<file path="config.mk">
export PLATFORM = sky130hd
export DESIGN_NAME = uart_fifo_ctrl
export DESIGN_NICKNAME = d
export VERILOG_FILES = /design/src/rtl/uart_pkg.sv /design/src/rtl/uart_sync_fifo.sv /design/src/rtl/uart_fifo_ctrl.sv
export SDC_FILE = /design/constraint.sdc
export NUM_CORES = 1
export LEC_CHECK = 0
export CORE_MARGIN = 2
export CORE_UTILIZATION = 50
export DETAILED_ROUTE_END_ITERATION = 10
export GPL_TIMING_DRIVEN = 1
export PLACE_DENSITY = 0.67
export REMOVE_ABC_BUFFERS = 1
export SYNTH_ARGS = -nofsm -noshare
export SYNTH_HDL_FRONTEND = slang
export SYNTH_SLANG_ARGS = --single-unit
export TNS_END_PERCENT = 100
</file>
<file path="constraint.sdc">
create_clock -name sysclk -period 3.78 [get_ports sysclk]
set_input_delay 1.134 -clock sysclk [delete_from_list [all_inputs] [get_ports sysclk]]
set_output_delay 1.134 -clock sysclk [all_outputs]
set_load 0.01 [all_outputs]
</file>
<file path="src/rtl/uart_pkg.sv">
// Shared types for the UART transceiver: TX/RX state encodings and a bit-timer width helper.
// No logic of its own; the parity states exist only when UART_PARITY_EN is defined.
// Pure declarations, so no timing or backpressure applies here.
package uart_pkg;

`ifdef UART_PARITY_EN
  typedef enum logic [2:0] {
    TX_IDLE, TX_START, TX_DATA, TX_PARITY, TX_STOP
  } tx_state_t;

  typedef enum logic [2:0] {
    RX_IDLE, RX_START, RX_DATA, RX_PARITY, RX_STOP, RX_WAIT
  } rx_state_t;
`else
  typedef enum logic [2:0] {
    TX_IDLE, TX_START, TX_DATA, TX_STOP
  } tx_state_t;

  typedef enum logic [2:0] {
    RX_IDLE, RX_START, RX_DATA, RX_STOP, RX_WAIT
  } rx_state_t;
`endif

  // Width of a counter that must hold 0 .. clks-1.
  function automatic int cnt_w(input int clks);
    return (clks > 1) ? $clog2(clks) : 1;
  endfunction

endpackage

</file>
<file path="src/rtl/uart_sync_fifo.sv">
// Single-clock FIFO with an extra pointer bit to tell full from empty.
// Head word is visible combinationally; a push shows up at the head one cycle later.
// Push while full is dropped unless a pop in the same cycle frees the slot; pop while empty is ignored.
module uart_sync_fifo #(
  parameter int WIDTH = 8,
  parameter int DEPTH = 16
) (
  input  logic                   clk,
  input  logic                   rst,
  input  logic                   push,
  input  logic [WIDTH-1:0]       push_data,
  input  logic                   pop,
  output logic [WIDTH-1:0]       pop_data,
  output logic                   full,
  output logic                   empty,
  output logic [$clog2(DEPTH):0] count
);

  localparam int AW = $clog2(DEPTH);

  logic [WIDTH-1:0] mem [DEPTH];
  logic [AW:0]      wr_ptr;
  logic [AW:0]      rd_ptr;
  logic             do_push;
  logic             do_pop;

  assign empty   = (wr_ptr == rd_ptr);
  assign full    = (wr_ptr[AW] != rd_ptr[AW]) && (wr_ptr[AW-1:0] == rd_ptr[AW-1:0]);
  assign count   = wr_ptr - rd_ptr;
  assign do_pop  = pop && !empty;
  assign do_push = push && (!full || do_pop);
  // Empty FIFO presents zero so the head output is defined out of reset.
  assign pop_data = empty ? '0 : mem[rd_ptr[AW-1:0]];

  // Pointer update; both wrap naturally through the extra MSB.
  always_ff @(posedge clk or posedge rst) begin
    if (rst) begin
      wr_ptr <= '0;
      rd_ptr <= '0;
    end else begin
      if (do_push) wr_ptr <= wr_ptr + 1'b1;
      if (do_pop)  rd_ptr <= rd_ptr + 1'b1;
    end
  end

  // Storage write; contents need no reset because empty masks the head.
  always_ff @(posedge clk) begin
    if (do_push) mem[wr_ptr[AW-1:0]] <= push_data;
  end

endmodule

</file>
<file path="src/rtl/uart_fifo_ctrl.sv">
// Parametrised UART with TX/RX FIFOs and sticky errors; optional parity via UART_PARITY_EN.
// TX: push into idle FIFO drives the start bit one cycle later. RX: word visible two cycles after the stop sample.
// tx_ready drops when the TX FIFO is full; RX words arriving at a full FIFO are dropped and flagged.
module uart_fifo_ctrl
  import uart_pkg::*;
#(
  parameter int CLKS_PER_BIT = 5208,
  parameter int DATA_BITS    = 8,
  parameter int STOP_BITS    = 1,
  parameter int FIFO_DEPTH   = 16
`ifdef UART_PARITY_EN
  ,
  parameter bit PARITY_ODD   = 1'b0
`endif
) (
  input  logic                        sysclk,
  input  logic                        reset,
  input  logic                        UART_RX,
  output logic                        UART_TX,
  input  logic [DATA_BITS-1:0]        tx_data,
  input  logic                        tx_valid,
  output logic                        tx_ready,
  output logic [DATA_BITS-1:0]        rx_data,
  output logic                        rx_valid,
  input  logic                        rx_read,
  output logic                        tx_busy,
  output logic [$clog2(FIFO_DEPTH):0] rx_count,
  input  logic                        err_clr,
  output logic                        rx_overrun,
  output logic                        frame_err,
  output logic                        parity_err
);

  localparam int CW = cnt_w(CLKS_PER_BIT);
  localparam int BW = $clog2(DATA_BITS + 1);
  localparam logic [CW-1:0] BIT_END  = CW'(CLKS_PER_BIT - 1);
  localparam logic [CW-1:0] HALF_END = CW'(CLKS_PER_BIT / 2 - 1);
  localparam logic [BW-1:0] DATA_END = BW'(DATA_BITS - 1);
  localparam logic [BW-1:0] STOP_END = BW'(STOP_BITS - 1);

  // ---------------- reset: async assert, sync release ----------------
  logic [1:0] rst_pipe;
  logic       rst;

  // Two-stage release so every flop leaves reset on the same edge.
  always_ff @(posedge sysclk or posedge reset) begin
    if (reset) rst_pipe <= 2'b11;
    else       rst_pipe <= {rst_pipe[0], 1'b0};
  end
  assign rst = rst_pipe[1];

  // ---------------- TX ----------------
  tx_state_t                  tx_state, tx_next;
  logic [CW-1:0]              tx_cnt;
  logic [BW-1:0]              tx_bit;
  logic [DATA_BITS-1:0]       tx_sh;
  logic [DATA_BITS-1:0]       tx_head;
  logic                       tx_full, tx_empty, tx_pop, tx_tick;
  logic [$clog2(FIFO_DEPTH):0] tx_level;
`ifdef UART_PARITY_EN
  logic                       tx_par;
`endif

  assign tx_ready = !tx_full;
  assign tx_busy  = (tx_level != '0) || (tx_state != TX_IDLE);
  assign tx_tick  = (tx_state != TX_IDLE) && (tx_cnt == BIT_END);

  uart_sync_fifo #(.WIDTH(DATA_BITS), .DEPTH(FIFO_DEPTH)) u_tx_fifo (
    .clk       (sysclk),
    .rst       (rst),
    .push      (tx_valid && !tx_full),
    .push_data (tx_data),
    .pop       (tx_pop),
    .pop_data  (tx_head),
    .full      (tx_full),
    .empty     (tx_empty),
    .count     (tx_level)
  );

  // TX state register.
  always_ff @(posedge sysclk or posedge rst) begin
    if (rst) tx_state <= TX_IDLE;
    else     tx_state <= tx_next;
  end

  // TX next state: each bit lasts one bit period; STOP chains straight into START when more data waits.
  always_comb begin
    tx_next = tx_state;
    case (tx_state)
      TX_IDLE:   if (!tx_empty) tx_next = TX_START;
      TX_START:  if (tx_tick) tx_next = TX_DATA;
`ifdef UART_PARITY_EN
      TX_DATA:   if (tx_tick && tx_bit == DATA_END) tx_next = TX_PARITY;
      TX_PARITY: if (tx_tick) tx_next = TX_STOP;
`else
      TX_DATA:   if (tx_tick && tx_bit == DATA_END) tx_next = TX_STOP;
`endif
      TX_STOP:   if (tx_tick && tx_bit == STOP_END) tx_next = tx_empty ? TX_IDLE : TX_START;
      default:   tx_next = TX_IDLE;
    endcase
  end

  // TX outputs: line level per state, and the FIFO pop that coincides with entering START.
  always_comb begin
    tx_pop  = 1'b0;
    UART_TX = 1'b1;
    case (tx_state)
      TX_IDLE:   tx_pop = !tx_empty;
      TX_START:  UART_TX = 1'b0;
      TX_DATA:   UART_TX = tx_sh[0];
`ifdef UART_PARITY_EN
      TX_PARITY: UART_TX = tx_par;
`endif
      TX_STOP:   tx_pop = tx_tick && (tx_bit == STOP_END) && !tx_empty;
      default:   UART_TX = 1'b1;
    endcase
  end

  // TX bit timer, bit index (data bits, then stop bits) and LSB-first shifter.
  always_ff @(posedge sysclk or posedge rst) begin
    if (rst) begin
      tx_cnt <= '0;
      tx_bit <= '0;
      tx_sh  <= '0;
    end else begin
      if (tx_state == TX_IDLE || tx_state != tx_next) begin
        tx_cnt <= '0;
        tx_bit <= '0;
      end else if (tx_tick) begin
        tx_cnt <= '0;
        tx_bit <= tx_bit + 1'b1;
      end else begin
        tx_cnt <= tx_cnt + 1'b1;
      end
      if (tx_pop)                            tx_sh <= tx_head;
      else if (tx_state == TX_DATA && tx_tick) tx_sh <= tx_sh >> 1;
    end
  end

`ifdef UART_PARITY_EN
  // Parity bit is fixed when the word is loaded.
  always_ff @(posedge sysclk or posedge rst) begin
    if (rst)         tx_par <= 1'b0;
    else if (tx_pop) tx_par <= (^tx_head) ^ PARITY_ODD;
  end
`endif

  // ---------------- RX ----------------
  rx_state_t            rx_state, rx_next;
  logic                 rx_s1, rx_s2, rx_prev;
  logic [CW-1:0]        rx_cnt;
  logic [BW-1:0]        rx_bit;
  logic [DATA_BITS-1:0] rx_sh;
  logic                 rx_samp, rx_wr, rx_full, rx_empty;
  logic                 ovr_set, ferr_set;
  logic                 ovr_q, ferr_q;

  assign rx_valid   = !rx_empty;
  assign rx_overrun = ovr_q;
  assign frame_err  = ferr_q;
  assign ovr_set    = rx_wr && rx_full && !rx_read;
  assign ferr_set   = (rx_state == RX_STOP) && rx_samp && !rx_s2;

  uart_sync_fifo #(.WIDTH(DATA_BITS), .DEPTH(FIFO_DEPTH)) u_rx_fifo (
    .clk       (sysclk),
    .rst       (rst),
    .push      (rx_wr),
    .push_data (rx_sh),
    .pop       (rx_read),
    .pop_data  (rx_data),
    .full      (rx_full),
    .empty     (rx_empty),
    .count     (rx_count)
  );

  // Two-flop synchroniser plus one delayed copy for falling-edge detection; idle line is high.
  always_ff @(posedge sysclk or posedge rst) begin
    if (rst) begin
      rx_s1   <= 1'b1;
      rx_s2   <= 1'b1;
      rx_prev <= 1'b1;
    end else begin
      rx_s1   <= UART_RX;
      rx_s2   <= rx_s1;
      rx_prev <= rx_s2;
    end
  end

  // RX state register.
  always_ff @(posedge sysclk or posedge rst) begin
    if (rst) rx_state <= RX_IDLE;
    else     rx_state <= rx_next;
  end

  // RX next state: mid-start check rejects glitches; a low stop bit parks in WAIT until the line reads high.
  always_comb begin
    rx_next = rx_state;
    case (rx_state)
      RX_IDLE:   if (rx_prev && !rx_s2) rx_next = RX_START;
      RX_START:  if (rx_samp) rx_next = rx_s2 ? RX_IDLE : RX_DATA;
`ifdef UART_PARITY_EN
      RX_DATA:   if (rx_samp && rx_bit == DATA_END) rx_next = RX_PARITY;
      RX_PARITY: if (rx_samp) rx_next = RX_STOP;
`else
      RX_DATA:   if (rx_samp && rx_bit == DATA_END) rx_next = RX_STOP;
`endif
      RX_STOP:   if (rx_samp) rx_next = rx_s2 ? RX_IDLE : RX_WAIT;
      RX_WAIT:   if (rx_samp && rx_s2) rx_next = RX_IDLE;
      default:   rx_next = RX_IDLE;
    endcase
  end

  // RX sample strobe: half a bit into START, then one full bit period after each previous sample.
  always_comb begin
    rx_samp = 1'b0;
    case (rx_state)
      RX_START: rx_samp = (rx_cnt == HALF_END);
      RX_IDLE:  rx_samp = 1'b0;
      default:  rx_samp = (rx_cnt == BIT_END);
    endcase
  end

  // RX bit timer, data shifter and the one-cycle-delayed FIFO write of an accepted word.
  always_ff @(posedge sysclk or posedge rst) begin
    if (rst) begin
      rx_cnt <= '0;
      rx_bit <= '0;
      rx_sh  <= '0;
      rx_wr  <= 1'b0;
    end else begin
      if (rx_state == RX_IDLE || rx_state != rx_next || rx_samp) rx_cnt <= '0;
      else                                                     rx_cnt <= rx_cnt + 1'b1;
      if (rx_state != rx_next)                  rx_bit <= '0;
      else if (rx_state == RX_DATA && rx_samp)  rx_bit <= rx_bit + 1'b1;
      if (rx_state == RX_DATA && rx_samp) rx_sh <= {rx_s2, rx_sh[DATA_BITS-1:1]};
      rx_wr <= (rx_state == RX_STOP) && rx_samp && rx_s2;
    end
  end

  // Sticky overrun and framing flags; a new event wins over a clear in the same cycle.
  always_ff @(posedge sysclk or posedge rst) begin
    if (rst) begin
      ovr_q  <= 1'b0;
      ferr_q <= 1'b0;
    end else begin
      ovr_q  <= ovr_set  | (ovr_q  & ~err_clr);
      ferr_q <= ferr_set | (ferr_q & ~err_clr);
    end
  end

`ifdef UART_PARITY_EN
  logic par_bad;
  logic perr_q;
  assign parity_err = perr_q;

  // Parity verdict is held from its sample until the word is written; the flag follows the write.
  always_ff @(posedge sysclk or posedge rst) begin
    if (rst) begin
      par_bad <= 1'b0;
      perr_q  <= 1'b0;
    end else begin
      if (rx_state == RX_PARITY && rx_samp) par_bad <= rx_s2 ^ (^rx_sh) ^ PARITY_ODD;
      perr_q <= (rx_wr && par_bad) | (perr_q & ~err_clr);
    end
  end
`else
  assign parity_err = 1'b0;
`endif

endmodule

</file>
# Word level (Yosys, flattened, before mapping)
# Memories as Yosys holds them, arrays and structs flattened.
# Index checks and enable logic that the tools add are counted.
# W data, S select, Z words.
# word_totals
output_inout_bits	20
ramBits	256
memories	2
inputBits	14
ff_bits	84
elab_cells	129
# memory_table
name	words	width	read_ports	rd_clocked_by_memory_dff	wr	line	text
u_rx_fifo.mem	16	8	1	0	1	uart_sync_fifo.sv:21	logic [WIDTH-1:0] mem [DEPTH];
u_tx_fifo.mem	16	8	1	0	1	uart_sync_fifo.sv:21	
# op_classes
addsub	10
n_bitwise	5
n_eq_ne	20
n_mux	32
n_reduce_logical	41
# op_table
op	count
$mux W13	3
$mux W8	4
$mux W3	10
$add A13 B1 Y13 const B	2
$eq A13 B13 Y1 const B	2
$logic_and A1 B1 Y1	21
$add A5 B1 Y5 const B	4
$mux W4	4
$pmux W3 S5	1
$eq A13 B12 Y1 const B	1
$eq A3 B2 Y1 const B	4
$pmux W3 S4	1
$eq A5 B5 Y1	2
$sub A5 B5 Y5	2
$add A4 B1 Y4 const B	2
$eq A4 B3 Y1 const B	2
$eq A4 B4 Y1	2
$eq A3 B1 Y1 const B	2
$logic_not A1 Y1	6
$logic_not A3 Y1	2
$logic_or A1 B1 Y1	6
$ne A3 B3 Y1	2
$pmux W1 S2	3
$reduce_bool A2 Y1	3
other kinds (10)	17

# Longest topological paths before layout
# Gate-level depths: netlist of run 1.
# depth
word_depth	10
ltp_mapped	10
mapped_depth_nobuf	7

# Cells and area by module
# From an unflattened synthesis of run 1, not the netlist that was laid out.
# unflattened
hier_cells	888
hier_area_um2	14551.5
# modules_own_cells
module	cells_per_inst	area_per_inst_um2	seq_area_each_um2	instances
uart_sync_fifo	293	5710.5	4093.9	2
uart_fifo_ctrl	302	3130.5	1607.8	1

# Worst setup path before layout of run 1
# No wires, ideal clock.
# synth_path
path_kind	flip-flop to output port
from	reg u_tx_fifo.rd_ptr[1]
to	out tx_busy
n_path_buf	2
slack_ns	0.133
t_required_ns	2.646
t_arrival_ns	2.513
path_stages_with_launch	10
path_cell_list	dfrtp_1 > clkbuf_1 > buf_1 > inv_1 > ha_1 > nor2b_1 > o21a_1 > or4b_2 > a21oi_1 > o2111ai_1
# synth_via
elab_chain_cells	3
# synth_rtl
element	line	text
from (decl)	uart_sync_fifo.sv:23	logic [AW:0] rd_ptr;
from (signal assigned)	uart_sync_fifo.sv:42	if (do_pop) rd_ptr <= rd_ptr + 1'b1;
$sub A5 B5 Y5	uart_sync_fifo.sv:29	assign count = wr_ptr - rd_ptr;
$reduce_bool A5 Y1	uart_fifo_ctrl.sv:65	assign tx_busy = (tx_level != '0) || (tx_state != TX_IDLE);
$logic_or A1 B1 Y1	uart_fifo_ctrl.sv:65	
to (decl)	uart_fifo_ctrl.sv:26	output logic tx_busy,
# Every way passes these cells.

# Worst setup path after layout of run 1
# Ends and elaborated chain as after synthesis.

==> out/qor.txt, run 1 <==
Arr. time, crit path -> 2.58 ns
Area contributors post-synth -> edfxtp_1, dfrtp_1, mux4_2
nets -> 953
crit share post-route -> 98.2%
number of global-route vias before repair -> 7509
largest net degree at the start of global routing -> 42
first-pass GRT wire length -> 41700 microns
Clock Path Buffers -> 3
clk_lat worst skew -> 0.51 ns
drt wl/cell -> 19.6 microns
P_leak -> 6.20 nW
fin cells -> 1319
top-area cell type share of the netlist area -> 54.4%
warnings from Yosys -> 0
drt total wl -> 25800 microns
I/O pins -> 34
Overflow after GRT -> 0
top_reg_cell synth -> edfxtp_1
EDFF count, synth -> 256
post-synth top area cell -> edfxtp_1
final RePlAce weighted congestion -> 0.799
Post-Syn Area per Cell -> 16.8 sq um
dpl hpwl -> 16300 microns
Netlist cell types -> 59
outcome -> complete, no violations
num rows -> 61
CTS Sinks -> 340
maximum vdd drop -> 638 uV
# setup viols final -> 0
cts bufs inserted -> 37
vias per cell -> 5.52
power per standard cell area -> 652 nW/um^2
CTS Root Cell -> clkbuf_16
post-synthesis cell count -> 840
Starting Density -> 50.9%
RSZ-0062 raised after global routing -> yes
Seq/Total Area, Yosys -> 69.3%
chip height -> 172 microns
layout cells sized above 1 -> 21.3%
WHS -> 0.356 ns
Slew Limit Headroom -> 48.2%
I/O Buffers -> 32
startpoint types -> flip-flop
total inserted antenna cells -> 0
FMAX -> 269 MHz
CP max FO -> 3
core area -> 27800 sq um
Hold Fails Final Rpt -> 0
Die Width -> 172 microns
CP Capture Type -> output port
H-Tree Depth -> 2
asr flop ratio synth -> 24.7%
gr usage total -> 18.4%
CTS tree -> yes
CTS clk-pin slew, worst paths -> 0.06 ns
DR iter-0 viols -> 614
area delta synth->final -> 15.7%
Antenna Violating Nets Remaining -> 0
Slew Limit Fails -> 0
Inst Count DP -> 1238
Vias -> 7276
DRC -> 0
Syn Std Cell Area -> 14100 sq um
clock skew -> 0.0126 ns
initial antenna violation count -> 0
WS Path Type -> flip-flop to output port
Req. time, crit path -> 2.65 ns
Die Area -> 29600 sq um
max-cap violations -> 0
post-route minimum period -> 3.71 ns
flops & latches, synth -> 340
Slew @ Worst Pin -> 0.776 ns
drt first pass iters -> 5
hold crit path type -> flip-flop to async pin
[routing by layer]
layer	vias to the layer above	part of all wire [%]	global-route usage, %
met5	-	0	0
met2	129	51	31.7
met1	3733	44	24.7
met3	36	3.7	3.07
li1	3378	-	-
met4	0	1.7	4.64
[metrics by stage]
stage	utilization, %	setup TNS (ns)	worst slack [ns]	instance area, sq um	total power, mW
finish	58.9	0	0.0662	16400	10.7
CTS	58.8	-0.0901	-0.0901	16300	10.7
detailed placement	53.9	0	0.193	15000	6.93
global placement	53.9	0	0.233	15000	6.90
floorplan	-	-0.844	-0.293	14000	6.19
global route	58.9	-0.0451	-0.0398	16400	11.2
[layout make-up]
cell class	instances	area, sq um
Timing Repair Buffer	67	641
Inverter	34	129
Clock inverter	16	189
Sequential cell	340	9800
Multi-Input combinational cell	435	4120
Tap cell	378	473
Clock buffer	49	1010
Fill cell	2172	11400
[critical path, stage by stage (launching register included)]
cell	delay (ns)
dfrtp_1	0.39
inv_2	0.08
ha_4	0.20
nor2b_1	0.13
o21a_1	0.19
or4b_2	0.63
a21oi_2	0.16
o2111ai_1	0.13
buf_2	0.16
[registers in the layout, indices dropped and copies added (netlist names)]
signal / flops
rx_state: 3
rx_wr: 1
rx_sh: 8
u_tx_fifo.rd_ptr: 5
u_tx_fifo.mem: 128
rx_bit: 4
tx_cnt: 13
u_rx_fifo.mem: 128
tx_state: 3
u_tx_fifo.wr_ptr: 5
tx_sh: 8
rx_prev: 1
rx_cnt: 13
u_rx_fifo.rd_ptr: 5
tx_bit: 4
frame_err: 1
rx_s2: 1
rst_pipe: 2
rx_overrun: 1
rx_s1: 1
u_rx_fifo.wr_ptr: 5
[Yosys cell counts, types with 6 or more instances]
cell type    n
xnor2_1     28
nand2_1     31
nand2b_1     6
o21ai_0     15
dfrtp_1     79
and2_1      22
clkbuf_1    19
a22oi_1     17
nor2_1      51
xor2_1      21
nor3_1       9
buf_1        9
and3_1      15
ha_1        23
mux2_2       8
edfxtp_1   256
a21oi_1     17
nand4_1      8
nor2b_1     15
inv_1       33
a221o_1      6
mux4_2      72
nand3_1     16
[report_power, final]
part	switching (mW)	internal, mW	total [mW]
Sequential	0.180	4.32	4.50
Combinational	1.33	1.29	2.62
Clock	1.39	2.16	3.55
[placed cells by master (no fill, tap or decap), drive strengths merged, types with 15 or more instances in the layout]
master           n
edfxtp         256
and2            22
inv             34
mux4            72
nand2           31
nand3           16
a21oi           17
buf             43
dfrtp           79
xnor2           28
a22oi           17
clkdlybuf4s50   21
ha              23
xor2            21
nor2b           15
clkbuf          50
nor2            51
and3            15
o21ai           15
[logic make-up (layout without fill, tap and decap cells)]
logic type	count (synthesis)	after routing	share of synthesized area (%)
buffers and inverters	67	166	1.86
AOI/OAI and AO/OA	75	75	3.74
muxes	83	83	12.3
other	1	3	0.0265
adders and majority gates	24	24	2.18
and+or+nand+nor	201	201	7.57
xor gates and xnor gates	49	49	3.03
DFF	340	340	69.3
[worst paths after layout]
| path | startpoint | end | slack, ns | cells after the start |
|---|---|---|---|---|
| min in group sysclk | rx_s1 | rx_s2 | 0.36 | 0 |
| worst max-delay path | u_tx_fifo.rd_ptr[1] | tx_busy | 0.07 | 8 |
| max in group asynchronous | rst_pipe[1] | rx_s1 | 2.58 | 2 |
| worst min register to register | rst_pipe[1] | tx_cnt[12] | 0.36 | 1 |
| worst min-delay path | rst_pipe[1] | tx_cnt[12] | 0.36 | 1 |
| worst max register to register | u_rx_fifo.rd_ptr[0] | u_rx_fifo.mem[0][5] | 1.02 | 7 |
[repair_timing]
action | 4_1_cts | 5_1_grt
pin swaps | 0 | 1
gates resized for setup | 39 | 10
gates cloned | 3 | 0
hold buffers | 0 | 0
setup endpoints to repair | 11 | 7
buffers inserted | 10 | 3
Power figures use the tool's default switching activity.
==> inputs of run 2 (changes only) <==
--- a/config.mk
+++ b/config.mk
@@ -5,7 +5,6 @@
 export SDC_FILE = /design/constraint.sdc
 export NUM_CORES = 1
 export LEC_CHECK = 0
-export CORE_MARGIN = 2
 export CORE_UTILIZATION = 50
 export DETAILED_ROUTE_END_ITERATION = 10
 export GPL_TIMING_DRIVEN = 1
==> run 2 against run 1 <==
Compared with the run above: sequential cell count unchanged; power decreased by 0.20%; register-to-register slack lost 0.15 ns.
==> out/qor.txt, run 2 (synthesis results as in run 1) <==
clock skew -> 0.0225 ns
CP Capture Type -> output port
P_leak -> 6.17 nW
initial antenna violation count -> 0
Slew Limit Headroom -> 47.7%
I/O pins -> 34
CTS Sinks -> 340
DRC -> 0
WHS -> 0.295 ns
WS Path Type -> flip-flop to output port
final setup margin -> 0.0750 ns
chip height -> 170 microns
H-Tree Depth -> 2
overall power -> 10.6 mW
outcome -> complete, no violations
Hold Fails Final Rpt -> 0
drt wl/cell -> 19.9 microns
FMAX -> 270 MHz
Final Util -> 58.9%
drt first pass iters -> 5
Internal -> 7.72 mW
area delta synth->final -> 15.7%
# setup viols final -> 0
Inst Count DP -> 1238
cts bufs inserted -> 36
switching share of power -> 27.5%
crit share post-route -> 98.0%
Antenna Violating Nets Remaining -> 0
Req. time, crit path -> 2.65 ns
Reg2Reg Setup Slack -> 0.87 ns
Top delay family on crit path -> multiplexers
final RePlAce weighted congestion -> 0.822
Gate power share -> 25.0%
layout cells sized above 1 -> 20.9%
startpoint types -> flip-flop
Psw -> 2.93 mW
part of the power in the clock network -> 32.6%
CP max stage delay -> 0.54 ns
Slew @ Worst Pin -> 0.783 ns
max-cap violations -> 0
post-route minimum period -> 3.71 ns
maximum vdd drop -> 750 uV
Critical Path Most Common Cell -> mux4_2
vias per cell -> 5.53
CTS tree -> yes
Overflow after GRT -> 0
power per standard cell area -> 651 nW/um^2
I/O Buffers -> 32
Vias -> 7261
FF-to-FF path depth -> 7
CP Buf/Inv Count -> 4
DR iter-0 viols -> 471
fin cells -> 1314
first-pass GRT wire length -> 41400 microns
CTS Root Cell -> clkbuf_16
crit-path cells -> buf_12 > buf_8 > buf_16 > mux4_2 > mux4_2 > nor2b_1 > clkbuf_2
RSZ-0062 raised after global routing -> no
Slew Limit Fails -> 0
Die Width -> 170 microns
dpl hpwl -> 16000 microns
hold crit path type -> flip-flop to async pin
largest net degree at the start of global routing -> 51
core area -> 27800 sq um
Starting Density -> 50.9%
drt total wl -> 26100 microns
Arr. time, crit path -> 2.57 ns
most frequent cells in the layout -> edfxtp_1, dfrtp_1, mux4_2
commonest non-fill, non-tap cell in the layout -> edfxtp_1
CP max FO -> 6
total inserted antenna cells -> 0
Slowest cell on crit path -> mux4_2
Die Area -> 29000 sq um
CP Depth -> 7
nets -> 946
clk_lat worst skew -> 0.52 ns
gr usage total -> 18.8%
Seq pwr share -> 42.4%
Setup WS pre-CTS -> 0.211 ns
# fillers -> 2108
number of global-route vias before repair -> 7451
CTS clk-pin slew, worst paths -> 0.06 ns
num rows -> 61
Clock Path Buffers -> 3
-- run 2: cell types whose count changed in the layout (fill, tap and decap cells not counted), moves of 3 or more --
| cell | delta |
|---|---|
| buf_4 | -10 |
| clkbuf_2 | +7 |
| buf_2 | -6 |
| clkbuf_1 | +4 |
| clkbuf_8 | +3 |
-- run 2: routing by layer --
metal,GRT usage (%),vias up,part of all wire [%]
li1,-,3369,-
met1,24.6,3674,43
met2,33.0,175,51
met3,2.70,43,4.2
met4,4.78,0,1.6
met5,0,-,0
-- run 2: power by group through the flow --
stage	Combinational, mW	Sequential, mW	Clock [mW]
final	2.66	4.51	3.47
after global placement	2.36	4.56	0
after detailed placement	2.38	4.57	0
after CTS	2.64	4.50	3.55
after floorplan	1.39	4.80	0
after global routing	2.92	4.54	3.67
-- run 2: area by class of cell --
cell class | count | area, sq um | area share (%)
Multi-Input combinational cell | 435 | 4120 | 25.2
Timing Repair Buffer | 61 | 657 | 4.02
Clock buffer | 55 | 1040 | 6.39
Sequential cell | 340 | 9800 | 59.9
Inverter | 34 | 129 | 0.788
Tap cell | 378 | 473 | 2.89
Clock inverter | 11 | 129 | 0.788
-- run 2: metrics by stage --
stage	area (sq um)	setup TNS, ns
6_report	16400	0
5_1_grt	16400	0
4_1_cts	16300	-0.0123
3_5_place_dp	15000	0
3_3_place_gp	15000	0
2_1_floorplan	14000	-0.844
-- run 2: final timing paths --
path,startpoint,to
setup / recovery,u_rx_fifo.rd_ptr[0],rx_data[2]
hold / removal,rst_pipe[1],tx_cnt[12]
setup reg to reg,u_rx_fifo.rd_ptr[0],u_rx_fifo.mem[0][4]
hold reg to reg,rst_pipe[1],tx_cnt[12]
max in group asynchronous,rst_pipe[1],u_rx_fifo.rd_ptr[1]
min in group sysclk,rx_s1,rx_s2
-- run 2: repair_timing --
action	CTS	global route
hold buffers	0	0
setup endpoints to repair	10	12
gates resized for setup	32	19
pin swaps	0	0
gates cloned	4	1
buffers inserted	4	1
-- run 2: worst register-to-register path: stages, from the launching register on --
cell,delay (ns)
dfrtp_2,0.42
buf_4,0.15
bufbuf_16,0.27
ha_1,0.31
nand4_1,0.14
o31a_1,0.34
nor3b_1,0.38
and2_1,0.51
